===== config.mk =====
export PLATFORM = sky130hd
export DESIGN_NAME = seq_div_16bit
export DESIGN_NICKNAME = d
export VERILOG_FILES = /design/src/rtl/seq_div_16bit.sv
export SDC_FILE = /design/constraint.sdc
export NUM_CORES = 1
export LEC_CHECK = 0
export BUFFER_PORTS_ARGS = -buffer_cell sky130_fd_sc_hd__buf_2
export CAP_MARGIN = 30
export CELL_PAD_IN_SITES_DETAIL_PLACEMENT = 1
export CELL_PAD_IN_SITES_GLOBAL_PLACEMENT = 1
export CORE_ASPECT_RATIO = 0.8
export CORE_MARGIN = 2
export CORE_UTILIZATION = 43
export DETAILED_ROUTE_END_ITERATION = 6
export PLACE_DENSITY = 0.77
export SYNTH_ARGS = -nofsm -noshare
export SYNTH_HDL_FRONTEND = slang
export SYNTH_HIERARCHICAL = 1
export SYNTH_SLANG_ARGS = --single-unit

===== constraint.sdc =====
create_clock -name clk -period 3.1 [get_ports clk]
set_input_delay 0.155 -clock clk [delete_from_list [all_inputs] [get_ports clk]]
set_output_delay 0.155 -clock clk [all_outputs]
set_load 0.02 [all_outputs]

===== src/rtl/seq_div_16bit.sv =====
// Iterative 16-bit unsigned restoring divider: one shift-and-subtract step per clock.
// Trial subtraction reuses a 16-bit carry-lookahead adder (a + ~b + 1).

module seq_div_cla4 (
  input  logic [3:0] a,
  input  logic [3:0] b,
  input  logic       cin,
  output logic [3:0] sum,
  output logic       gg,
  output logic       gp
);
  logic [3:0] g, p, c;

  assign g    = a & b;
  assign p    = a ^ b;
  assign c[0] = cin;
  assign c[1] = g[0] | (p[0] & cin);
  assign c[2] = g[1] | (p[1] & g[0]) | (p[1] & p[0] & cin);
  assign c[3] = g[2] | (p[2] & g[1]) | (p[2] & p[1] & g[0]) | (p[2] & p[1] & p[0] & cin);
  assign sum  = p ^ c;
  assign gg   = g[3] | (p[3] & g[2]) | (p[3] & p[2] & g[1]) | (p[3] & p[2] & p[1] & g[0]);
  assign gp   = &p;
endmodule

module seq_div_cla16 (
  input  logic [15:0] a,
  input  logic [15:0] b,
  input  logic        cin,
  output logic [15:0] sum,
  output logic        cout
);
  localparam int NGRP = 4;
  logic [NGRP-1:0][3:0] a_g, b_g, s_g;
  logic [NGRP-1:0]      gg, gp, gc;

  assign a_g = a;
  assign b_g = b;
  assign sum = s_g;

  // second-level lookahead across the four nibble groups
  assign gc[0] = cin;
  assign gc[1] = gg[0] | (gp[0] & cin);
  assign gc[2] = gg[1] | (gp[1] & gg[0]) | (gp[1] & gp[0] & cin);
  assign gc[3] = gg[2] | (gp[2] & gg[1]) | (gp[2] & gp[1] & gg[0]) | (gp[2] & gp[1] & gp[0] & cin);
  assign cout  = gg[3] | (gp[3] & gg[2]) | (gp[3] & gp[2] & gg[1]) |
                 (gp[3] & gp[2] & gp[1] & gg[0]) | (&gp & cin);

  for (genvar j = 0; j < NGRP; j++) begin : g_grp
    seq_div_cla4 u_grp (
      .a   (a_g[j]),
      .b   (b_g[j]),
      .cin (gc[j]),
      .sum (s_g[j]),
      .gg  (gg[j]),
      .gp  (gp[j])
    );
  end
endmodule

module seq_div_16bit #(
  parameter int WIDTH = 16
) (
  input  logic             clk,
  input  logic             rst_n,
  input  logic             start,
  input  logic [WIDTH-1:0] dividend,
  input  logic [WIDTH-1:0] divisor,
  output logic             busy,
  output logic             done,
  output logic [WIDTH-1:0] quotient,
  output logic [WIDTH-1:0] remainder,
  output logic             div_by_zero
);
  typedef enum logic [1:0] {IDLE, RUN, DONE} state_t;

  state_t           state;
  logic [3:0]       cnt;
  logic [WIDTH-1:0] dshift, dvsr, diff;
  logic [WIDTH:0]   partial;
  logic             cout, no_borrow;

  assign partial = {remainder, dshift[WIDTH-1]};

  seq_div_cla16 u_cla (
    .a    (partial[WIDTH-1:0]),
    .b    (~dvsr),
    .cin  (1'b1),
    .sum  (diff),
    .cout (cout)
  );

  // 17-bit subtract folded onto the 16-bit adder: the extended divisor's top bit is 0
  assign no_borrow = partial[WIDTH] | cout;

  always_ff @(posedge clk or negedge rst_n) begin
    if (!rst_n) begin
      state       <= IDLE;
      cnt         <= '0;
      dshift      <= '0;
      dvsr        <= '0;
      busy        <= 1'b0;
      done        <= 1'b0;
      quotient    <= '0;
      remainder   <= '0;
      div_by_zero <= 1'b0;
    end else begin
      case (state)
        IDLE, DONE: begin
          done <= 1'b0;
          if (start) begin
            dshift <= dividend;
            dvsr   <= divisor;
            cnt    <= '0;
            if (divisor == '0) begin
              quotient    <= '1;
              remainder   <= dividend;
              div_by_zero <= 1'b1;
              done        <= 1'b1;
              state       <= DONE;
            end else begin
              quotient    <= '0;
              remainder   <= '0;
              div_by_zero <= 1'b0;
              busy        <= 1'b1;
              state       <= RUN;
            end
          end else begin
            state <= IDLE;
          end
        end
        RUN: begin
          dshift    <= dshift << 1;
          remainder <= no_borrow ? diff : partial[WIDTH-1:0];
          quotient  <= {quotient[WIDTH-2:0], no_borrow};
          cnt       <= cnt + 4'd1;
          if (cnt == 4'd15) begin
            busy  <= 1'b0;
            done  <= 1'b1;
            state <= DONE;
          end
        end
        default: state <= IDLE;
      endcase
    end
  end
endmodule


==> impl_results.md <==
* Final hold violations at 0
* Detailed Place HPWL at roughly 7300 microns
* Placeable core area at ~0.0090 sq mm
* Clk sinks at between 70 and 80
* Avg Cell Area, Syn at approximately 10 sq um
* Post-synth EDFFs at 0
* Area of the multi-input gates at 0.00190 sq mm
* CTS tree: done
* CP Launch Type: flip-flop
* Later-pin clock latency in the skew report at between 300 and 400 ps
* Pwr/cell area at 1430 mW/mm^2
* Gr ovfl total at 0
* Pleak at 2.38 nW
* Synth-to-layout area growth at 19.2%
* Actual slew at the worst max-slew pin at approximately 830 ps
* RePlAce Congestion at between 0.8 and 0.9
* Synth area leaders: dfrtp_1 (46%), a221o_1 (7.3%), ha_1 (6.6%)
* Share of layout cells above drive strength 1 at 0.232
* Mapped Cells at 401
* Max IR drop VDD at between 500 and 600 uV
* Iter 0 DRT Violations at 185
* Top post-synthesis cells by count: dfrtp_1 (73), nand2_1 (68), o21ai_0 (35)
* CTS H-tree lvls at 3
* Final Skew at 7.34 ps
* Critical R2R Launch: remainder[0]
* RSZ-0062 raised after global routing: false
* Worst hold path type: in -> reg
* Cell taking the most area after synthesis: dfrtp_1
* Mapped Area at between 0.003 and 0.004 sq mm
* Fin crit period at around 3000 ps
* Finish-stage setup viols at 0
* Die Footprint at between 0.01 and 0.015 sq mm
* IO Count at 70
* Number of synthesis warnings at 6
* WS Path Type: reg -> reg
* CP Launch Point: remainder[0]
* Wire length per cell at 18.7 microns
* Clock Tree Root: clkbuf_16
* Max-cap violation count at 0
* Vias in the first global route at around 3400
* Crit end category: flip-flop
* Worst-path clk slew at about 60 ps
* Setup ws final at between 100 and 150 ps
* Setup TNS at 0 ps
* Clock tree buffer depth at 2
* Synth cell types at 39
* # fillers at between 1000 and 1500
* Synth Register Bits at 73
* Input/output buffers at between 60 and 70
* Num rows at 31
* Initial Util at 0.440
* Fmax at approximately 0.34 GHz
* GRT Total Usage at 0.228
* Status: finished, final reports clean
* DRC Markers at 0
* Final nets at 529
* DR vias at around 3300
* Post-DRT Antenna Nets at 0
* Max-slew violation count at 0
* # diodes at 0
* Pre-CTS setup slack at approximately 120 ps
* Vias per cell at approximately 5.6
* Area taken by flip-flops and latches at around 0.0018 sq mm
* Iteration count of the initial detailed-routing pass at 4
* Most used DFF post-synth: dfrtp_1
* Power Total at a little under 7 mW
* Largest net degree at the start of global routing at 74
* Initial antenna violation count at 0
* CP arrival at roughly 3200 ps
* Leading cell type by number of instances after synthesis: dfrtp_1
* Final wirelength at around 11000 microns
* Largest fanout on the critical path at 5
* Period utilization at 0.953
* Die height at 89.9 microns
* Register area share after synthesis at 0.461
* First-pass GRT wire length at between 15000 and 20000 microns
* Synth top area share at 0.461
* TritonCTS Buffers at 9
* Hold path start: divisor[12]
* Chip Width at roughly 110 microns
* Synth async-reset ratio at 1.00
* Relative slew slack at 0.450
* Worst EP required at between 3000 and 4000 ps
[routing by layer]
layer	GRT usage	routed length, microns	share of wire	up-vias
met4	0.0823	142	0.013	0
met2	0.362	5310	0.48	60
met5	0	0	0	-
met3	0.0526	424	0.038	6
li1	-	-	-	1551
met1	0.309	5160	0.47	1657
[registers in the layout, indices dropped and copies added, names as in the netlist, 2 cells and up]
| signal | count |
|---|---|
| remainder | 16 |
| dshift | 16 |
| dvsr | 16 |
| quotient | 16 |
| state | 2 |
| cnt | 4 |
[worst max-delay path, cell delays in order, from the launching register on]
cell and delay (ps):
dfrtp_1 420, ha_1 410, nand3_1 150, nand2_1 110, a21o_1 120, a21o_1 150
a21o_1 230, a21o_1 190, inv_1 60, fa_1 490, inv_1 40, o21ai_0 80
a21oi_1 100, a221o_1 290
[stage by stage]
| stage | cells | hold WS, ps | util | cell area, sq um |
|---|---|---|---|---|
| 6_report | 589 | 52.7 | 0.525 | 4720 |
| 5_1_grt | 589 | 63.1 | 0.525 | 4720 |
| 3_5_place_dp | 569 | 369 | 0.485 | 4370 |
| 3_3_place_gp | 569 | 360 | 0.485 | 4370 |
| 4_1_cts | 585 | 5.06 | 0.517 | 4650 |
| 2_1_floorplan | 404 | -141 | - | 3970 |
[cell type report]
class / count / area share
flip-flops and latches: 73 / 0.387
clock buffers: 11 / 0.0493
inverters: 33 / 0.0262
well taps: 115 / 0.0305
clock inverters: 5 / 0.0119
multi-input cells: 274 / 0.403
repair buffers: 78 / 0.0927
[layout by cell type (no fill, tap or decap), types with 2 or more instances in the layout]
master / count
nand2b_1: 4
clkbuf_1: 2
fa_1: 4
nor2_1: 5
buf_4: 8
dfrtp_1: 73
nor4_2: 3
o21ai_0: 35
nand3_1: 12
a21oi_2: 5
nand2_1: 68
clkinv_2: 2
a21o_1: 13
conb_1: 4
nand4_1: 5
xor2_1: 4
a221o_1: 29
a22o_1: 2
clkbuf_16: 9
inv_1: 33
xnor2_1: 9
buf_2: 68
a21oi_1: 18
ha_1: 20
and4_2: 4
a22oi_1: 16
[where the power goes]
group / switching (mW) / internal, mW
combinational: 2.22 / 1.71
sequential: 0.379 / 1.43
clock: 0.407 / 0.622
[repair_timing]
action                                  4_1_cts  5_1_grt
hold endpoints to repair                      0       23
endpoints found under the setup margin        1       17
pin swaps                                     0        1
gates resized for setup                       1        2
hold buffers                                  0        1
buffers inserted                              0        2
[kinds of logic after synthesis]
logic type / after synthesis / share of synthesized area
AO/OA/AOI/OAI: 123 / 0.219
multiplexers: 1 / 0.00253
other: 1 / 0.000946
AND/OR/NAND/NOR: 108 / 0.131
buffers and inverters: 57 / 0.0698
XOR/XNOR: 13 / 0.0287
flip-flops: 73 / 0.461
adder cells (fa/ha/maj): 25 / 0.0865
[path summary, 6_finish.rpt]
kind,slack [ps],to,depth (start not counted)
max in group asynchronous,2270,busy,3
setup / recovery,140,remainder[12],13
hold / removal,50,dvsr[12],3
min in group asynchronous,270,dvsr[10],2
hold reg to reg,480,dshift[2],2
setup reg to reg,140,remainder[12],13
No activity file was read; power rests on OpenSTA's default activity.
